===== config.mk =====
export PLATFORM = sky130hd
export DESIGN_NAME = rc5_key_expander_flat
export DESIGN_NICKNAME = d
export VERILOG_FILES = /design/src/rtl/rc5_pkg.sv /design/src/rtl/rc5_key_expander_if.sv /design/src/rtl/rc5_key_expander_rotl.sv /design/src/rtl/rc5_key_expander.sv /design/src/flat_wrapper.sv
export SDC_FILE = /design/constraint.sdc
export NUM_CORES = 2
export LEC_CHECK = 0
export ABC_CLOCK_PERIOD_IN_PS = 12100
export BUFFER_PORTS_ARGS = -buffer_cell sky130_fd_sc_hd__buf_2
export CAP_MARGIN = 20
export CORE_MARGIN = 3
export CORE_UTILIZATION = 56
export CTS_CLUSTER_SIZE = 24
export DETAILED_ROUTE_END_ITERATION = 10
export MAX_ROUTING_LAYER = met4
export PLACE_DENSITY_LB_ADDON = 0.12
export SETUP_SLACK_MARGIN = 0.5
export SYNTH_ARGS = -nofsm -noshare
export SYNTH_HDL_FRONTEND = slang
export SYNTH_SLANG_ARGS = --single-unit

===== constraint.sdc =====
create_clock -name clk -period 12.1 [get_ports clk]
set_clock_uncertainty 0.1 [all_clocks]
set_input_delay 2.42 -clock clk [delete_from_list [all_inputs] [get_ports clk]]
set_output_delay 2.42 -clock clk [all_outputs]
set_load 0.005 [all_outputs]

===== src/rtl/rc5_pkg.sv =====
// rc5_pkg: shared RC5-16 key schedule constants, widths, state enum and word type
package rc5_pkg;
  localparam int W = 16;
  localparam int KEY_BITS = 128;
  localparam int ROUNDS = 16;
  localparam int T = 2 * (ROUNDS + 1);
  localparam int C = KEY_BITS / W;
  localparam int N = 3 * (T > C ? T : C);
  localparam int KW = $clog2(T);
  localparam int JW = $clog2(C);
  localparam int NW = $clog2(N);
  localparam int RW = $clog2(W);
  localparam logic [W-1:0] P16 = 16'hB7E1;
  localparam logic [W-1:0] Q16 = 16'h9E37;
  typedef enum logic [1:0] {IDLE, INIT, MIX, DONE} state_t;
  typedef logic [W-1:0] subkey_t;
endpackage


===== src/rtl/rc5_key_expander_if.sv =====
// rc5_key_expander_if: host-side bundle (start, key in; busy, ready, sub_o out) with master/slave modports
interface rc5_key_expander_if;
  import rc5_pkg::*;
  logic start;
  logic [KEY_BITS-1:0] key;
  logic busy;
  logic ready;
  logic [T*W-1:0] sub_o;
  modport master(output start, key, input busy, ready, sub_o);
  modport slave(input start, key, output busy, ready, sub_o);
endinterface


===== src/rtl/rc5_key_expander_rotl.sv =====
// rotl: W-bit rotate left of data_i by n_i, result on data_o
module rotl #(
  parameter int W = 16
) (
  input  logic [W-1:0]         data_i,
  input  logic [$clog2(W)-1:0] n_i,
  output logic [W-1:0]         data_o
);
  logic [2*W-1:0] dbl;
  assign dbl = {data_i, data_i} << n_i;
  assign data_o = dbl[2*W-1:W];
endmodule


===== src/rtl/rc5_key_expander.sv =====
// rc5_key_expander: sequential RC5-16 key schedule; clk, rst (sync, active-low), bus = start/key in, busy/ready/sub_o out
module rc5_key_expander
  import rc5_pkg::*;
(
  input logic clk,
  input logic rst,
  rc5_key_expander_if.slave bus
);
  localparam logic [KW-1:0] K_LAST = KW'(T - 1);
  localparam logic [JW-1:0] J_LAST = JW'(C - 1);
  localparam logic [NW-1:0] N_LAST = NW'(N - 1);
  state_t state_q, state_d;
  subkey_t s_q [T];
  subkey_t s_d [T];
  subkey_t l_q [C];
  subkey_t l_d [C];
  logic [KW-1:0] k_q, k_d;
  logic [JW-1:0] j_q, j_d;
  logic [NW-1:0] n_q, n_d;
  subkey_t a_q, a_d, b_q, b_d;
  subkey_t a_n, b_n, ab, wdata;
  logic we;
  rotl #(.W(W)) u_rot_a (.data_i(s_q[k_q] + a_q + b_q), .n_i(RW'(3)), .data_o(a_n));
  assign ab = a_n + b_q;
  rotl #(.W(W)) u_rot_b (.data_i(l_q[j_q] + ab), .n_i(ab[RW-1:0]), .data_o(b_n));
  always_comb begin
    state_d = state_q;
    s_d = s_q;
    l_d = l_q;
    k_d = k_q;
    j_d = j_q;
    n_d = n_q;
    a_d = a_q;
    b_d = b_q;
    we = 1'b0;
    wdata = '0;
    unique case (state_q)
      IDLE, DONE: if (bus.start) begin
        state_d = INIT;
        k_d = '0;
        for (int c = 0; c < C; c++) l_d[c] = bus.key[W*c +: W];
      end
      INIT: begin
        we = 1'b1;
        wdata = P16 + subkey_t'(k_q) * Q16;
        k_d = k_q == K_LAST ? '0 : k_q + KW'(1);
        if (k_q == K_LAST) begin
          state_d = MIX;
          j_d = '0;
          n_d = '0;
          a_d = '0;
          b_d = '0;
        end
      end
      MIX: begin
        we = 1'b1;
        wdata = a_n;
        a_d = a_n;
        b_d = b_n;
        l_d[j_q] = b_n;
        k_d = k_q == K_LAST ? '0 : k_q + KW'(1);
        j_d = j_q == J_LAST ? '0 : j_q + JW'(1);
        n_d = n_q + NW'(1);
        state_d = n_q == N_LAST ? DONE : MIX;
      end
      default: ;
    endcase
    if (we) s_d[k_q] = wdata;
  end
  always_ff @(posedge clk) begin
    if (!rst) begin
      state_q <= IDLE;
      s_q <= '{default: '0};
      l_q <= '{default: '0};
      k_q <= '0;
      j_q <= '0;
      n_q <= '0;
      a_q <= '0;
      b_q <= '0;
    end else begin
      state_q <= state_d;
      s_q <= s_d;
      l_q <= l_d;
      k_q <= k_d;
      j_q <= j_d;
      n_q <= n_d;
      a_q <= a_d;
      b_q <= b_d;
    end
  end
  assign bus.busy = state_q == INIT || state_q == MIX;
  assign bus.ready = state_q == DONE;
  for (genvar g = 0; g < T; g++) assign bus.sub_o[W*g +: W] = s_q[g];
endmodule


===== src/flat_wrapper.sv =====
// flat-port wrapper written by rule: the top's interface ports become plain ports
module rc5_key_expander_flat import rc5_pkg::*;
  (clk, rst, bus_start, bus_key, bus_busy, bus_ready, bus_sub_o);
  rc5_key_expander_if bus_i ();
  input logic clk;
  input logic rst;
  input wire logic [$bits(bus_i.start)-1:0] bus_start;
  input wire logic [$bits(bus_i.key)-1:0] bus_key;
  output wire logic [$bits(bus_i.busy)-1:0] bus_busy;
  output wire logic [$bits(bus_i.ready)-1:0] bus_ready;
  output wire logic [$bits(bus_i.sub_o)-1:0] bus_sub_o;
  assign bus_i.start = bus_start;
  assign bus_i.key = bus_key;
  assign bus_busy = bus_i.busy;
  assign bus_ready = bus_i.ready;
  assign bus_sub_o = bus_i.sub_o;
  rc5_key_expander u_core (.clk(clk), .rst(rst), .bus(bus_i));
endmodule

==> results.ini <==
[timing]
whs_ns = 0.381
tightest_slew_ns = 1.20
min_period_ns = 10.75
timing.final.max_slew_violations = 0
fmax_ghz = 0.0930
relSlewSlack = 0.202
finalHoldViolCount = 0
setup_viol = 0
setup_slack_ns = 1.35
rsz0062_at_grt = false
period_share = 0.889
fin_setup_tns_ns = 0

[critical_path]
crit_arrival_ns = 11.12
critPathCapture = u_core.l_q[18]
cpMaxStageDelayCell = dfxtp_4
worstSetupEndpointType = register
crit_start = u_core.k_q[0]
path_max_fanout = 41
cpMostUsedCell = a21oi_1
path_class = reg2reg
timing.rr.start = u_core.k_q[0]
required_ns = 12.47
r2r_cells = 37
crit_path_max_incr_delay_ns = 0.88
startpoint_type = register
reg2reg_to = u_core.l_q[18]
r2r_slack_ns = 1.35

[die]
fp.dieArea_sq_um = 68400
start_util = 0.567
fp-row-count = 93
die_width_microns = 261
die_height_microns = 261
ios = 677
core_area_sq_um = 64500

[final_layout]
fillers = 5277
syn2layout_area_growth_pct = 17.9
num-nets-final = 4717
drive_above_1_share = 0.254

[route]
drc = 0
via_count = 36300
ant_nets = 0
via_per_inst = 6.76
drtPass1Iterations = 9
wire_per_inst_microns = 29.5
drt_iter0_markers = 5942
routed_wl_mm = 158

[power_and_ir_drop]
ir_worst_vdd_v = 0.000250
p_leak_nw = 18.4
power_density_nw_per_um2 = 204

[clock_tree]
cts_root_buf = clkbuf_16
cts_buffer_depth = 3
post_cts_buffers = 0
cts_tree = yes
cts_made_buffers = 75
cts_max_level = 3
cts.clk_slew.worst_paths_ns = 0.06
clk_latency_ns = 0.65
ctsHoldBuffers = 0
cts_resized = 0
cts_sinks = 722

[logic_synthesis]
async_flop_share = 0
ys_ff_latch = 722
yosysUniqueCellTypes = 98
yosysSeqAreaShare = 0.395
syn_inst = 3943
synthFlopType = dfxtp_1
synth_edf_count = 0
syn_nets = 4210
syn_area_sq_um = 36600
ys_warn_count = 0
avgSynthCellArea_sq_um = 9.27

[flow_run]
drv_cap = 0

[run_status]
status = completed

[global_routing]
antenna_found_initial = 5
grt_pass1_vias = 33000
grt_pass1_wl_mm = 225
grt.total_usage = 0.459
grt_start_max_net_pins = 257
grt_remaining_overflow = 0

[place]
gp_congestion = 1.06
hpwl_mm = 114
dp_slack_ns = 1.55
io_buffer_count = 676

[min_path]
holdCritPathClass = reg2reg

## cells in the mapped netlist, types with 6 or more instances
cell type,count,area (sq um)
nand2_1,726,2730
dfxtp_1,722,14500
clkbuf_1,288,1080
a21boi_0,276,2070
o21ai_0,263,1320
a21oi_1,261,1310
mux4_2,162,3650
o221ai_1,132,1160
nor2_1,129,484
ha_1,102,1280
nand3_1,102,510
a221oi_1,65,569
o211a_1,63,631
inv_1,55,206
a22oi_1,54,405
mux2i_1,51,510
xnor2_1,44,385
fa_1,34,681
nor3_1,30,150
o22ai_1,30,188
buf_2,28,140
xor2_1,25,219
a211oi_1,23,173
and2_1,22,138
buf_1,22,82.6
a21o_1,20,150
nand4_1,20,125
and3_1,14,87.6
nand2b_1,12,75.1
a221oi_2,10,150
or2_2,10,62.6
nor2b_1,9,56.3
o211ai_1,8,60.1
o21a_1,7,52.6
o21bai_1,7,52.6
a22o_1,6,52.6
o21ai_1,6,30.0
## area by class of cell
type | instances | area, sq um | area share
Tap cell | 855 | 1070 | 0.0248
Sequential cell | 722 | 14500 | 0.336
Clock buffer | 112 | 2220 | 0.0515
Clock inverter | 21 | 259 | 0.00601
Inverter | 58 | 218 | 0.00505
Antenna cell | 5 | 12.5 | 0.000290
Timing Repair Buffer | 774 | 4200 | 0.0974
Multi-Input combinational cell | 2819 | 20700 | 0.479
## worst min path at each step
| stage | from | endpoint | slack (ns) | cells past startpoint |
|---|---|---|---|---|
| after global routing | u_core.bus.sub_o[359] | u_core.bus.sub_o[359] | 0.39 | 2 |
| after floorplan | u_core.a_q[1] | u_core.a_q[1] | 0.34 | 2 |
| final | u_core.bus.sub_o[105] | u_core.bus.sub_o[105] | 0.38 | 2 |
| after CTS | u_core.bus.sub_o[519] | u_core.bus.sub_o[519] | 0.38 | 2 |
| after global placement | u_core.bus.sub_o[488] | u_core.bus.sub_o[488] | 0.36 | 2 |
| after detailed placement | u_core.bus.sub_o[520] | u_core.bus.sub_o[520] | 0.37 | 2 |
## report_power, final
| part | switching [mW] | internal (mW) | total, mW |
|---|---|---|---|
| Clock | 1.02 | 1.36 | 2.38 |
| Sequential | 0.176 | 2.59 | 2.77 |
| Combinational | 2.58 | 1.08 | 3.65 |
| Total | 3.78 | 5.02 | 8.80 |
## metal layers
layer	share of wire	wire length, microns	vias to the layer above	track usage
met5	0	0	-	-
met3	0.13	21000	615	0.127
li1	-	-	15500	-
met2	0.44	69900	2823	0.678
met1	0.35	55100	17400	0.555
met4	0.078	12400	0	0.291
## registers in the layout, indices dropped and copies added, names as in the netlist
name / flops
u_core.j_q: 3
u_core.n_q: 7
u_core.b_q: 16
u_core.l_q: 128
u_core.k_q: 6
u_core.state_q: 2
u_core.bus.sub_o: 544
u_core.a_q: 16
## per-stage QoR
stage | utilization | std cells | area [sq um] | power [mW]
final | 0.668 | 5366 | 43100 | 8.80
after global routing | 0.668 | 5366 | 43100 | 9.03
after CTS | 0.668 | 5357 | 43100 | 8.63
after detailed placement | 0.629 | 5224 | 40600 | 6.29
after global placement | 0.629 | 5221 | 40500 | 6.27
after floorplan | - | 3943 | 36600 | 5.09
## critical path, delay by kind of cell, from the launching register on
kind	cells	cell delay, ns
AO/OA/AOI/OAI	17	3.67
adder cells (fa/ha/maj)	4	1.62
multiplexers	3	1.62
AND/OR/NAND/NOR	8	1.18
flip-flops	1	0.88
XOR/XNOR	3	0.82
buffers and inverters	2	0.60
## cells by family after synthesis
family,count (synthesis),share of synthesized area
XOR/XNOR,71,0.0177
buffers and inverters,402,0.0432
adder cells (fa/ha/maj),136,0.0535
AO/OA/AOI/OAI,1298,0.249
AND/OR/NAND/NOR,1094,0.125
flip-flops,722,0.395
multiplexers,220,0.116
## layout by cell type (no fill, tap or decap), types with 9 or more instances in the layout
| cell type | netlist | final |
|---|---|---|
| or2_2 | 10 | 9 |
| clkbuf_16 | 0 | 78 |
| dfxtp_1 | 722 | 719 |
| and2_1 | 22 | 21 |
| o211a_1 | 63 | 63 |
| nand3_1 | 102 | 102 |
| fa_1 | 34 | 34 |
| a211oi_1 | 23 | 23 |
| o22ai_1 | 30 | 30 |
| a21oi_1 | 261 | 260 |
| o221ai_1 | 132 | 132 |
| a221oi_2 | 10 | 10 |
| a221oi_1 | 65 | 65 |
| buf_2 | 28 | 675 |
| nor2b_1 | 9 | 9 |
| mux4_2 | 162 | 162 |
| nand2b_1 | 12 | 12 |
| clkbuf_8 | 0 | 14 |
| inv_1 | 55 | 55 |
| mux2i_1 | 51 | 50 |
| nor2_1 | 129 | 115 |
| xnor2_1 | 44 | 43 |
| nor3_1 | 30 | 30 |
| a22oi_1 | 54 | 52 |
| clkinv_2 | 0 | 11 |
| o21ai_0 | 263 | 263 |
| buf_4 | 3 | 91 |
| and3_1 | 14 | 14 |
| a21o_1 | 20 | 20 |
| nand2_1 | 726 | 726 |
| xor2_1 | 25 | 24 |
| nor2_2 | 1 | 9 |
| clkbuf_1 | 288 | 20 |
| a21boi_0 | 276 | 275 |
| nand4_1 | 20 | 20 |
| ha_1 | 102 | 101 |
(Power assumes the default switching activity.)
